<file path="config.mk">
export PLATFORM = sky130hd
export DESIGN_NAME = clb_chain_router
export DESIGN_NICKNAME = d
export VERILOG_FILES = /design/src/rtl/clb_router_pkg.sv /design/src/rtl/clb_chain_router_loader.sv /design/src/rtl/clb_chain_router.sv
export SDC_FILE = /design/constraint.sdc
export NUM_CORES = 1
export LEC_CHECK = 0
export BUFFER_PORTS_ARGS = -buffer_cell sky130_fd_sc_hd__clkbuf_2
export CORE_UTILIZATION = 59
export CTS_BUF_LIST = sky130_fd_sc_hd__clkbuf_4 sky130_fd_sc_hd__clkbuf_8 sky130_fd_sc_hd__clkbuf_16
export DETAILED_ROUTE_END_ITERATION = 12
export GPL_TIMING_DRIVEN = 0
export PLACE_DENSITY = 0.87
export SKIP_CTS_REPAIR_TIMING = 1
export SLEW_MARGIN = 5
export SYNTH_ARGS = -nofsm -noshare
export SYNTH_HDL_FRONTEND = slang
export SYNTH_SLANG_ARGS = --single-unit
</file>
<file path="constraint.sdc">
create_clock -name clk -period 6.74 [get_ports clk]
set_input_delay 1.348 -clock clk [delete_from_list [all_inputs] [get_ports clk]]
set_output_delay 1.348 -clock clk [all_outputs]
set_load 0.1 [all_outputs]
</file>
<file path="src/rtl/clb_router_pkg.sv">
// clb_router_pkg: shared loader state encoding and identity-config helper
// for the clb_chain_router slice.
package clb_router_pkg;

  typedef enum logic [1:0] {
    IDLE,
    SHIFT,
    CHECK,
    COMMIT
  } ld_state_t;

  localparam int MAX_CFG_W = 1024;

  // sel[i] = i packed CLB0-first, SEL_W bits per field
  function automatic logic [MAX_CFG_W-1:0] identity_cfg(
    input int n_clb,
    input int sel_w
  );
    logic [MAX_CFG_W-1:0] cfg;
    cfg = '0;
    for (int i = 0; i < n_clb; i++)
      cfg = cfg | (MAX_CFG_W'(i) << (i * sel_w));
    return cfg;
  endfunction

endpackage

</file>
<file path="src/rtl/clb_chain_router_loader.sv">
// clb_cfg_loader: serial config loader with permutation check.
// With CFG_PARITY_EN a trailing even-parity bit is appended and checked.
module clb_cfg_loader
  import clb_router_pkg::*;
#(
  parameter int N_CLB = 4,
  localparam int SEL_W = $clog2(N_CLB),
  localparam int CFG_W = N_CLB * SEL_W
) (
  input  logic             clk,
  input  logic             rst_n,
  input  logic             cfg_start,
  input  logic             cfg_bit,
  input  logic             cfg_bit_valid,
  output logic             cfg_busy,
  output logic             cfg_done,
  output logic             cfg_err,
  output logic             commit,
  output logic [CFG_W-1:0] shadow_cfg
);

`ifdef CFG_PARITY_EN
  localparam int PAR_W = 1;
`else
  localparam int PAR_W = 0;
`endif
  localparam int TOT_W = CFG_W + PAR_W;
  localparam int CNT_W = $clog2(TOT_W + 1);

  ld_state_t        state_q, state_d;
  logic [TOT_W-1:0] shadow_q;
  logic [CNT_W-1:0] cnt_q;
  logic             last;
  logic             range_ok;
  logic             par_ok;
  logic             ok;
  logic [N_CLB-1:0] seen;
  logic [SEL_W-1:0] fld;
  int               idx;

  assign last       = cnt_q == CNT_W'(TOT_W - 1);
  assign commit     = state_q == COMMIT;
  assign shadow_cfg = shadow_q[CFG_W-1:0];

  // Permutation: all fields in range and every slice index seen
  always_comb begin
    seen     = '0;
    range_ok = 1'b1;
    fld      = '0;
    idx      = 0;
    for (int i = 0; i < N_CLB; i++) begin
      fld = shadow_q[i*SEL_W +: SEL_W];
      idx = int'(fld);
      if (idx < N_CLB) seen[fld] = 1'b1;
      else range_ok = 1'b0;
    end
`ifdef CFG_PARITY_EN
    par_ok = ~^shadow_q;
`else
    par_ok = 1'b1;
`endif
    ok = range_ok & (&seen) & par_ok;
  end

  always_comb begin
    state_d = state_q;
    unique case (state_q)
      IDLE:    if (cfg_start) state_d = SHIFT;
      SHIFT:   if (cfg_bit_valid && last) state_d = CHECK;
      CHECK:   state_d = ok ? COMMIT : IDLE;
      COMMIT:  state_d = IDLE;
      default: state_d = IDLE;
    endcase
  end

  always_ff @(posedge clk) begin
    if (!rst_n) begin
      state_q  <= IDLE;
      shadow_q <= '0;
      cnt_q    <= '0;
      cfg_busy <= 1'b0;
      cfg_done <= 1'b0;
      cfg_err  <= 1'b0;
    end else begin
      state_q  <= state_d;
      cfg_busy <= state_d != IDLE;
      cfg_done <= state_q == COMMIT;
      if (state_q == IDLE && cfg_start) begin
        cnt_q   <= '0;
        cfg_err <= 1'b0;
      end
      if (state_q == SHIFT && cfg_bit_valid) begin
        cnt_q    <= cnt_q + CNT_W'(1);
        shadow_q <= {cfg_bit, shadow_q[TOT_W-1:1]};
      end
      if (state_q == CHECK && !ok) cfg_err <= 1'b1;
    end
  end

endmodule

</file>
<file path="src/rtl/clb_chain_router.sv">
// clb_chain_router: routes operand slices and carries through a runtime
// CLB permutation; CFG_PARITY_EN adds a parity bit to the config stream.
module clb_chain_router
  import clb_router_pkg::*;
#(
  parameter int N_CLB = 4,
  parameter int SLICE_W = 2,
  localparam int SEL_W = $clog2(N_CLB),
  localparam int DW = N_CLB * SLICE_W,
  localparam int CFG_W = N_CLB * SEL_W
) (
  input  logic             clk,
  input  logic             rst_n,
  input  logic             cfg_start,
  input  logic             cfg_bit,
  input  logic             cfg_bit_valid,
  output logic             cfg_busy,
  output logic             cfg_done,
  output logic             cfg_err,
  input  logic [DW-1:0]    op_a,
  input  logic [DW-1:0]    op_b,
  input  logic             c_ext,
  input  logic             in_valid,
  output logic [DW-1:0]    clb_in_a,
  output logic [DW-1:0]    clb_in_b,
  output logic [N_CLB-1:0] clb_cin,
  input  logic [DW-1:0]    clb_sum,
  input  logic [N_CLB-1:0] clb_cout,
  output logic [DW-1:0]    sum_out,
  output logic             cout_out,
  output logic             out_valid
);

  localparam logic [CFG_W-1:0] ID_CFG =
    CFG_W'(identity_cfg(N_CLB, SEL_W));

  logic             commit;
  logic [CFG_W-1:0] shadow_cfg;
  logic [CFG_W-1:0] active_q;
  logic [SEL_W-1:0] sel [N_CLB];
  logic [SEL_W-1:0] pos [N_CLB];
  logic [DW-1:0]    sum_d;
  logic             cout_d;

  clb_cfg_loader #(
    .N_CLB(N_CLB)
  ) u_loader (
    .clk          (clk),
    .rst_n        (rst_n),
    .cfg_start    (cfg_start),
    .cfg_bit      (cfg_bit),
    .cfg_bit_valid(cfg_bit_valid),
    .cfg_busy     (cfg_busy),
    .cfg_done     (cfg_done),
    .cfg_err      (cfg_err),
    .commit       (commit),
    .shadow_cfg   (shadow_cfg)
  );

  always_ff @(posedge clk) begin
    if (!rst_n) active_q <= ID_CFG;
    else if (commit) active_q <= shadow_cfg;
  end

  // pos is the inverse permutation: CLB handling slice j
  always_comb begin
    for (int i = 0; i < N_CLB; i++)
      sel[i] = active_q[i*SEL_W +: SEL_W];
    for (int j = 0; j < N_CLB; j++)
      pos[j] = '0;
    for (int i = 0; i < N_CLB; i++)
      pos[sel[i]] = SEL_W'(i);
  end

  always_comb begin
    clb_in_a = '0;
    clb_in_b = '0;
    clb_cin  = '0;
    for (int i = 0; i < N_CLB; i++) begin
      clb_in_a[i*SLICE_W +: SLICE_W] =
        op_a[sel[i]*SLICE_W +: SLICE_W];
      clb_in_b[i*SLICE_W +: SLICE_W] =
        op_b[sel[i]*SLICE_W +: SLICE_W];
      clb_cin[i] = (sel[i] == '0) ? c_ext :
        clb_cout[pos[sel[i] - SEL_W'(1)]];
    end
  end

  always_comb begin
    sum_d = '0;
    for (int j = 0; j < N_CLB; j++)
      sum_d[j*SLICE_W +: SLICE_W] =
        clb_sum[pos[j]*SLICE_W +: SLICE_W];
    cout_d = clb_cout[pos[N_CLB-1]];
  end

  always_ff @(posedge clk) begin
    if (!rst_n) begin
      sum_out   <= '0;
      cout_out  <= 1'b0;
      out_valid <= 1'b0;
    end else begin
      out_valid <= in_valid;
      if (in_valid) begin
        sum_out  <= sum_d;
        cout_out <= cout_d;
      end
    end
  end

endmodule

</file>
==> flow_metrics.py, run 1 <==
metrics = {
    "logic_synthesis": {
        "syn_inst": 320,
        "synthesis.nets": 369,
        "synth_area_um2": 2880,
        "ys_warn_count": 0,
        "synth_cell_types": 48,
        "ys_seq_elements": 35,
        "synth-edff-count": 0,
        "yosysSeqAreaShare": 0.243,
        "synth_top_area_share": 0.243,
        "synth_area_per_cell_um2": 8.99,
        "synth_area_leader_cell": "dfxtp_1",
        "synth_top_flop_cell": "dfxtp_1",
        "synth_async_sr_flop_share": 0,
        "synthTopCellsByArea": "dfxtp_1 (24%), mux4_2 (17%), mux2i_1 (8.0%)",
    },
    "worst_setup_path": {
        "crit_type": "flip-flop to primary output",
        "cp-start-kind": "flip-flop",
        "crit_path_max_fanout": 9,
        "r2r-end": "sum_out[0]$_SDFFE_PN0P_",
        "worst_r2r_path_depth": 9,
        "arrival_ns": 3.75,
        "reg2reg_slack_ns": 4.48,
        "crit_path_end_kind": "primary output",
        "reg2reg_from": "active_q[2]$_SDFFE_PN1P_",
        "worst-endpoint-required_ns": 5.39,
    },
    "clock_network": {
        "cts_max_level": 2,
        "clk_transition_reported_paths_ns": 0.07,
        "cts_root_buf": "clkbuf_8",
        "clockBufferDepth": 2,
        "cts_tree": "yes",
        "cts_made_buffers": 5,
        "cts.sinks": 35,
        "worst_skew_pair.late_latency_ns": 0.30,
    },
    "final_layout": {
        "filler_cell_count": 370,
        "fin_util": 0.714,
        "fin_cells": 459,
        "fin_area_um2": 3370,
        "nets": 440,
        "num_antenna_cells": 0,
        "drive_gt1_frac": 0.270,
        "area_growth_pct": 17.1,
    },
    "floorplanning": {
        "die_y_um": 71.8,
        "initial_utilization": 0.609,
        "fp-row-count": 25,
        "core-area_um2": 4720,
        "ios": 68,
        "die_w_um": 71.8,
        "die_area_um2": 5160,
    },
    "drt": {
        "wl_per_cell_um": 15.1,
        "drc_errors": 0,
        "drt_iter0_markers": 167,
        "num_vias": 2802,
        "ant_nets": 0,
        "drt_wl_total_um": 6950,
        "vias_per_cell": 6.10,
        "firstDrtPassIters": 5,
    },
    "global_routing": {
        "grt_usage": 0.282,
        "grt_pass1_wl_um": 11500,
        "grt_max_degree": 12,
        "overflow": 0,
        "grt_pass1_vias": 2625,
        "grt_antenna_before_repair": 0,
    },
    "worst_hold_path": {
        "hold_start": "u_loader.cnt_q[3]$_SDFFE_PN0P_",
        "min_path_type": "flip-flop to flip-flop",
        "whs_path_depth": 1,
        "worstHoldEndpoint": "u_loader.cnt_q[3]$_SDFFE_PN0P_",
    },
    "placement": {
        "dpl.hpwl_um": 5220,
        "placed_area_um2": 3280,
        "place.gp.congestion": 0.955,
        "dpl.cell_count": 451,
        "port-buffer-count": 64,
    },
    "power_and_ir_drop": {
        "p_per_area_nw_per_um2": 153,
        "peakVddDrop_mv": 0.151,
        "power.static_leakage_uw": 0.00148,
    },
    "sta": {
        "hold_violations": 0,
        "finalSetupViolCount": 0,
        "rsz0062_at_grt": "no",
        "clock.fmax_ghz": 0.196,
        "setup-tns-final_ns": 0,
        "maxSlewViolCount": 0,
        "maxSlewHeadroom": 0.554,
        "finClkSkew_ns": 0.00720,
        "tightest_slew_ns": 0.668,
        "finalCritPeriodShare": 0.756,
        "layout_min_cycle_time_ns": 5.09,
    },
    "outcome": {
        "status": "finished, final reports clean",
    },
    "flow_run": {
        "cap_violations": 0,
    },
}
==> state kept, by name, summed over array words and instances, names as in the netlist, 2 cells and up <==
register             cells
active_q                 8
sum_out                  8
u_loader.cnt_q           4
u_loader.shadow_cfg      8
u_loader.state_q         2
==> cell type report <==
type / count / area [µm²] / area share
Tap cell: 67 / 83.8 / 0.0249
Timing Repair Buffer: 64 / 320 / 0.0950
Sequential cell: 35 / 701 / 0.208
Multi-Input combinational cell: 254 / 2060 / 0.610
Inverter: 11 / 41.3 / 0.0122
Clock buffer: 6 / 76.3 / 0.0226
Buffer: 20 / 78.8 / 0.0234
Clock inverter: 2 / 12.5 / 0.00371
==> cells in the mapped netlist (3+ instances only) <==
cell type,n
ha_1,14
buf_2,3
nor2_1,9
or2_1,3
a21boi_0,13
clkbuf_1,17
o31ai_1,3
nor3_1,8
mux4_2,22
nand3_1,4
and3_1,4
o211a_1,10
nand2b_1,11
inv_1,11
a21oi_1,7
dfxtp_1,35
and2_1,3
nand2_1,59
nor2b_1,7
mux2i_1,23
o211ai_1,7
o21ai_0,13
==> power breakdown <==
group | total [µW] | switching (µW) | internal, µW
sequential | 216 | 3.99 | 212
combinational | 144 | 111 | 33.0
clock | 154 | 77.9 | 76.2
total | 514 | 192 | 322
==> critical path, cell delays in order (launching register included) <==
cell and delay [ns]:
dfxtp_1 0.36, clkbuf_1 0.51, inv_1 0.23, ha_1 0.26
clkbuf_1 0.25, inv_1 0.22, nand2_1 0.11, mux4_2 0.52
mux2_4 0.32, a221oi_2 0.18, clkbuf_2 0.49
==> routing by layer <==
metal  global-route usage  up-vias  part of all wire
li1                     -     1314                 -
met1                0.348     1332              0.42
met2                0.488      144              0.49
met3               0.0577       12             0.072
met4                0.102        0             0.013
met5                    0        -                 0
==> how the worst max path moves through the flow <==
stage,startpoint,slack (ns),endpoint,depth (start not counted)
floorplan,active_q[6]$_SDFFE_PN1P_,1.22,clb_cin[1],9
global placement,active_q[6]$_SDFFE_PN1P_,2.10,clb_cin[2],10
detailed placement,active_q[6]$_SDFFE_PN1P_,1.98,clb_cin[2],10
CTS,active_q[6]$_SDFFE_PN1P_,1.67,clb_cin[2],10
global route,active_q[6]$_SDFFE_PN1P_,1.34,clb_cin[2],10
finish,active_q[6]$_SDFFE_PN1P_,1.65,clb_cin[3],10
==> logic make-up after synthesis <==
group | share of synthesized area
AO/OA/AOI/OAI | 0.187
adder cells (fa/ha/maj) | 0.0609
buffers and inverters | 0.0417
flip-flops | 0.243
multiplexers | 0.267
AND/OR/NAND/NOR | 0.201
==> cell usage in the layout, fill, tap and decap left out, drive strengths merged, types with 3 or more instances in the layout <==
cell	instances
and3	4
ha	14
nor2	9
o211a	10
a21oi	7
nor3	8
or2	8
nand2b	11
mux4	22
o21ai	15
dfxtp	35
nand2	59
o211ai	7
o31ai	3
nor2b	8
clkbuf	87
nand3	4
mux2i	23
and2	4
mux2	3
a21boi	15
inv	11
buf	3
==> metrics by stage <==
step | hold slack, ns | worst slack (ns) | power, µW
5_1_grt | 0.498 | 1.34 | 533
6_report | 0.461 | 1.65 | 514
3_3_place_gp | 0.451 | 2.10 | 362
4_1_cts | 0.459 | 1.67 | 515
2_1_floorplan | 0.429 | 1.22 | 333
3_5_place_dp | 0.450 | 1.98 | 364
Power figures use the tool's default switching activity.
==> run 2, diff against run 1 <==
--- a/config.mk
+++ b/config.mk
@@ -6,11 +6,11 @@
 export NUM_CORES = 1
 export LEC_CHECK = 0
 export BUFFER_PORTS_ARGS = -buffer_cell sky130_fd_sc_hd__clkbuf_2
-export CORE_UTILIZATION = 59
+export CORE_UTILIZATION = 49
 export CTS_BUF_LIST = sky130_fd_sc_hd__clkbuf_4 sky130_fd_sc_hd__clkbuf_8 sky130_fd_sc_hd__clkbuf_16
 export DETAILED_ROUTE_END_ITERATION = 12
 export GPL_TIMING_DRIVEN = 0
-export PLACE_DENSITY = 0.87
+export PLACE_DENSITY = 0.77
 export SKIP_CTS_REPAIR_TIMING = 1
 export SLEW_MARGIN = 5
 export SYNTH_ARGS = -nofsm -noshare
==> constraint.sdc (replaced) <==
create_clock -name clk -period 4.6 [get_ports clk]
set_input_delay 0.92 -clock clk [delete_from_list [all_inputs] [get_ports clk]]
set_output_delay 0.92 -clock clk [all_outputs]
set_load 0.1 [all_outputs]
==> run 2 against run 1 <==
Net effect:
- routed wire length down 0.82%
- clock skew fell by 0.0022 ns
- via count down 4.3%
- worst hold slack improved by 0.018 ns
- die area rose by 20%
- design area rose by 1.3%
- critical path depth unchanged
==> flow_metrics.py, run 2 (synthesis gave the netlist of run 1 again) <==
metrics = {
    "outcome": {
        "status": "finished, final reports clean",
    },
    "final_layout": {
        "area_growth_pct": 18.6,
        "num_antenna_cells": 0,
        "final_common_cell": "clkbuf_2",
        "nets": 440,
        "final_cell_mix": "clkbuf_2 (66), nand2_1 (59), dfxtp_1 (35)",
        "drive_gt1_frac": 0.278,
        "multi_input_comb_area_um2": 2060,
        "seq_area_um2": 701,
        "filler_cell_count": 493,
    },
    "floorplanning": {
        "die_y_um": 78.6,
        "fp-row-count": 27,
        "die_area_um2": 6180,
        "initial_utilization": 0.516,
        "ios": 68,
        "die_w_um": 78.6,
        "core-area_um2": 5570,
    },
    "clock_network": {
        "clk_transition_reported_paths_ns": 0.07,
        "cts_tree": "yes",
        "cts_max_level": 2,
        "cts_root_buf": "clkbuf_8",
        "worst_skew_pair.late_latency_ns": 0.29,
        "cts_made_buffers": 5,
        "clockBufferDepth": 2,
        "cts.sinks": 35,
    },
    "worst_hold_path": {
        "hold_start": "u_loader.cnt_q[3]$_SDFFE_PN0P_",
        "worstHoldEndpoint": "u_loader.cnt_q[3]$_SDFFE_PN0P_",
        "whs_path_depth": 1,
        "min_path_type": "flip-flop to flip-flop",
    },
    "drt": {
        "drt_wl_total_um": 6890,
        "wl_per_cell_um": 14.9,
        "ant_nets": 0,
        "drc_errors": 0,
        "drt_iter0_markers": 96,
        "vias_per_cell": 5.78,
        "num_vias": 2682,
        "firstDrtPassIters": 5,
    },
    "global_routing": {
        "overflow": 0,
        "grt_pass1_wl_um": 11300,
        "globalRouteMet1Util": 0.284,
        "grt.met3_usage": 0.0360,
        "grt-busiest-layer": "met2",
        "grt_max_degree": 12,
        "grt_antenna_before_repair": 0,
        "grt_pass1_vias": 2508,
        "grt_usage": 0.229,
        "use_met2": 0.392,
    },
    "sta": {
        "tightest_slew_ns": 0.649,
        "finalSetupViolCount": 0,
        "finalCritPeriodShare": 0.939,
        "rsz0062_at_grt": "no",
        "maxSlewViolCount": 0,
        "hold_violations": 0,
        "clock.fmax_ghz": 0.232,
        "worst_hold_slack_ns": 0.479,
        "layout_min_cycle_time_ns": 4.32,
        "maxSlewHeadroom": 0.567,
        "finClkSkew_ns": 0.00499,
    },
    "worst_setup_path": {
        "worst_r2r_path_depth": 9,
        "reg2reg_slack_ns": 2.60,
        "r2r-end": "sum_out[0]$_SDFFE_PN0P_",
        "worst-endpoint-required_ns": 3.68,
        "crit_path_max_fanout": 9,
        "reg2reg_from": "active_q[2]$_SDFFE_PN1P_",
        "arrival_ns": 3.40,
        "cp-start-kind": "flip-flop",
        "crit_type": "flip-flop to primary output",
        "crit_path_end_kind": "primary output",
    },
    "placement": {
        "place.gp.congestion": 0.903,
        "port-buffer-count": 64,
        "dpl.hpwl_um": 5270,
    },
    "power_and_ir_drop": {
        "p_per_area_nw_per_um2": 238,
        "fin_total_pwr_uw": 811,
        "power.static_leakage_uw": 0.00150,
        "peakVddDrop_mv": 0.244,
    },
    "flow_run": {
        "cap_violations": 0,
    },
}
==> run 2: cell types whose count changed in the layout (fill, tap and decap cells not counted), sizes merged <==
cell,delta
clkinvlp,-1
bufinv,+1
==> run 2: area by class of cell <==
type / count / share of cell area
Sequential cell: 35 / 0.205
Buffer: 20 / 0.0238
Clock buffer: 6 / 0.0242
Multi-Input combinational cell: 254 / 0.604
Timing Repair Buffer: 64 / 0.0938
Inverter: 11 / 0.0121
Tap cell: 72 / 0.0264
Clock inverter: 2 / 0.0103
==> run 2: critical path, stage by stage (launching register included) <==
cell and delay (ns):
dfxtp_1 0.36, clkbuf_2 0.30, inv_1 0.16, ha_1 0.22, clkbuf_1 0.25, inv_1 0.21
nand2_1 0.09, mux4_2 0.52, mux2_4 0.32, a221oi_2 0.18, clkbuf_2 0.49
==> run 2: through the flow <==
step | instance area, µm² | utilization | setup TNS, ns | setup WS (ns) | cells
2_1_floorplan | 2880 | - | 0 | 0.118 | 320
3_5_place_dp | 3290 | 0.591 | 0 | 0.291 | 456
3_3_place_gp | 3290 | 0.591 | 0 | 0.364 | 456
5_1_grt | 3410 | 0.612 | 0 | 0.124 | 464
6_report | 3410 | 0.612 | 0 | 0.281 | 464
4_1_cts | 3410 | 0.612 | -0.0407 | -0.0325 | 464
==> run 2: how the worst max path moves through the flow <==
stage                                  start          to  slack, ns  cells after the start
detailed placement  active_q[6]$_SDFFE_PN1P_  clb_cin[3]       0.29                     10
CTS                 active_q[6]$_SDFFE_PN1P_  clb_cin[3]      -0.03                     10
finish              active_q[6]$_SDFFE_PN1P_  clb_cin[3]       0.28                     10
floorplan           active_q[6]$_SDFFE_PN1P_  clb_cin[2]       0.12                      9
global route        active_q[6]$_SDFFE_PN1P_  clb_cin[3]       0.12                     10
global placement    active_q[6]$_SDFFE_PN1P_  clb_cin[3]       0.36                     10
==> run 2: layer usage <==
metal  part of all wire  vias up
met5                  0        -
met1               0.45     1238
met3              0.056       20
met4              0.026        0
met2               0.47      104
li1                   -     1320
==> run 2: power breakdown <==
group	switching (µW)	internal, µW	total [µW]
registers	5.81	311	317
clock network	108	175	284
logic	162	48.5	210
==> run 3, diff against run 2 <==
--- a/config.mk
+++ b/config.mk
@@ -8,8 +8,10 @@
 export BUFFER_PORTS_ARGS = -buffer_cell sky130_fd_sc_hd__clkbuf_2
 export CORE_UTILIZATION = 49
 export CTS_BUF_LIST = sky130_fd_sc_hd__clkbuf_4 sky130_fd_sc_hd__clkbuf_8 sky130_fd_sc_hd__clkbuf_16
+export CTS_CLUSTER_DIAMETER = 150
 export DETAILED_ROUTE_END_ITERATION = 12
 export GPL_TIMING_DRIVEN = 0
+export MAX_ROUTING_LAYER = met4
 export PLACE_DENSITY = 0.77
 export SKIP_CTS_REPAIR_TIMING = 1
 export SLEW_MARGIN = 5
==> constraint.sdc (replaced) <==
create_clock -name clk -period 4.6 [get_ports clk]
set_input_delay 0.92 -clock clk [delete_from_list [all_inputs] [get_ports clk]]
set_output_delay 0.92 -clock clk [all_outputs]
set_load 0.01 [all_outputs]
==> run 3 against run 2 <==
Net effect:
- critical path depth unchanged
- worst hold slack got worse by 0.0070 ns
- power decreased by 12%
- fmax increased by 1.1%
- sequential share of layout area about the same
- critical endpoint unchanged
- first-iteration DRC count increased by 33%
- non-clock buffer count unchanged
- final cell count unchanged
- register-to-register slack got worse by 0.23 ns
- worst setup slack improved by 0.049 ns
- sequential cell count unchanged
- largest cell class unchanged
==> flow_metrics.py, run 3 (synthesis gave the netlist of run 1 again) <==
metrics = {
    "power_and_ir_drop": {
        "p_per_area_nw_per_um2": 209,
        "fin_total_pwr_uw": 711,
        "switchingPower_uw": 176,
        "internal_power_uw": 535,
        "p_sw_frac": 0.248,
        "power.static_leakage_uw": 0.00150,
        "power_frac_seq": 0.446,
        "combPwrFrac": 0.142,
        "p_clk_frac": 0.412,
        "peakVddDrop_mv": 0.237,
    },
    "flow_run": {
        "cap_violations": 0,
    },
    "clock_network": {
        "cts_tree": "yes",
        "cts_made_buffers": 5,
        "cts_max_level": 2,
        "cts_root_buf": "clkbuf_8",
        "clk_transition_reported_paths_ns": 0.07,
        "clockBufferDepth": 2,
        "cts.sinks": 35,
        "worst_skew_pair.late_latency_ns": 0.29,
    },
    "sta": {
        "maxSlewViolCount": 0,
        "hold_violations": 0,
        "finClkSkew_ns": 0.00439,
        "clock.fmax_ghz": 0.234,
        "layout_min_cycle_time_ns": 4.27,
        "worst_hold_slack_ns": 0.472,
        "setup-tns-final_ns": 0,
        "rsz0062_at_grt": "no",
        "tightest_slew_ns": 0.642,
        "maxSlewHeadroom": 0.572,
        "finalSetupViolCount": 0,
        "finalCritPeriodShare": 0.928,
    },
    "drt": {
        "wl_per_cell_um": 15.0,
        "vias_per_cell": 5.70,
        "drc_errors": 0,
        "ant_nets": 0,
        "drt_wl_total_um": 6970,
        "firstDrtPassIters": 4,
        "num_vias": 2647,
        "drt_iter0_markers": 128,
    },
    "global_routing": {
        "grt_pass1_vias": 2385,
        "grt_usage": 0.237,
        "grt_antenna_before_repair": 0,
        "grt_pass1_wl_um": 11200,
        "grt_max_degree": 12,
        "overflow": 0,
    },
    "final_layout": {
        "filler_cell_count": 500,
        "final_cell_mix": "clkbuf_2 (64), nand2_1 (59), dfxtp_1 (35)",
        "area_growth_pct": 18.3,
        "nets": 440,
        "final_common_cell": "clkbuf_2",
        "num_antenna_cells": 0,
        "drive_gt1_frac": 0.270,
    },
    "worst_setup_path": {
        "crit_type": "flip-flop to primary output",
        "crit_path_end_kind": "primary output",
        "cpLargestDelayFamily": "buffers and inverters",
        "path_cells": "clkbuf_1 > inv_1 > ha_1 > clkbuf_1 > inv_1 > nand2_1 > mux4_2 > mux2_4 > a221oi_2 > clkbuf_2",
        "cpPeakStageDelay_ns": 0.52,
        "worst_r2r_path_depth": 9,
        "crit_buf_inv": 5,
        "cp-start-kind": "flip-flop",
        "cpMaxStageDelayCell": "mux4_2",
        "worst-endpoint-required_ns": 3.68,
        "arrival_ns": 3.35,
        "cp.depth": 10,
        "crit_path_max_fanout": 9,
    },
    "worst_hold_path": {
        "min_path_type": "flip-flop to flip-flop",
        "whs_path_depth": 1,
    },
    "outcome": {
        "status": "finished, final reports clean",
    },
    "floorplanning": {
        "initial_utilization": 0.516,
        "die_w_um": 78.6,
        "die_area_um2": 6180,
        "fp-row-count": 27,
        "core-area_um2": 5570,
        "ios": 68,
        "die_y_um": 78.6,
    },
    "placement": {
        "dpl.hpwl_um": 5210,
        "port-buffer-count": 64,
        "place.gp.congestion": 0.906,
    },
}
## run 3: cell count changes in the layout (fill, tap and decap cells not counted)
| cell | previous run | this run |
|---|---|---|
| clkbuf_1 | 15 | 17 |
| a211oi_1 | 0 | 1 |
| a211oi_2 | 1 | 0 |
| clkbuf_2 | 66 | 64 |
## run 3: power groups by stage
stage,Clock [µW],Combinational [µW],Sequential (µW)
after floorplan,0,51.8,326
after global placement,0,98.1,324
after detailed placement,0,100,324
after CTS,296,101,317
after global routing,307,110,318
final,293,101,317
## run 3: final timing paths
| path | start | to | slack [ns] |
|---|---|---|---|
| setup reg to reg | active_q[2]$_SDFFE_PN1P_ | sum_out[0]$_SDFFE_PN0P_ | 2.37 |
| hold / removal | u_loader.cnt_q[3]$_SDFFE_PN0P_ | u_loader.cnt_q[3]$_SDFFE_PN0P_ | 0.47 |
| setup / recovery | active_q[6]$_SDFFE_PN1P_ | clb_cin[3] | 0.33 |
| hold reg to reg | u_loader.cnt_q[3]$_SDFFE_PN0P_ | u_loader.cnt_q[3]$_SDFFE_PN0P_ | 0.47 |
## run 3: routing by layer
layer	share of wire	global-route usage	wire (µm)	vias up
met5	0	-	0	-
met4	0.011	0.0815	78	0
met2	0.48	0.397	3350	71
li1	-	-	-	1319
met3	0.046	0.0314	321	9
met1	0.46	0.294	3220	1248
## run 3: area by class of cell
cell class	instances	area, µm²	area share
Clock buffer	6	82.6	0.0242
Clock inverter	2	35.0	0.0103
Timing Repair Buffer	64	320	0.0940
Tap cell	72	90.1	0.0265
Buffer	20	78.8	0.0231
Multi-Input combinational cell	254	2060	0.604
Sequential cell	35	701	0.206
Inverter	11	41.3	0.0121
## run 3: through the flow
stage | area, µm² | instances | worst slack (ns) | util
floorplan | 2880 | 320 | 1.15 | -
global placement | 3290 | 456 | 0.693 | 0.590
detailed placement | 3290 | 456 | 0.637 | 0.590
CTS | 3410 | 464 | 0.305 | 0.611
global route | 3410 | 464 | 0.0775 | 0.611
finish | 3410 | 464 | 0.330 | 0.611
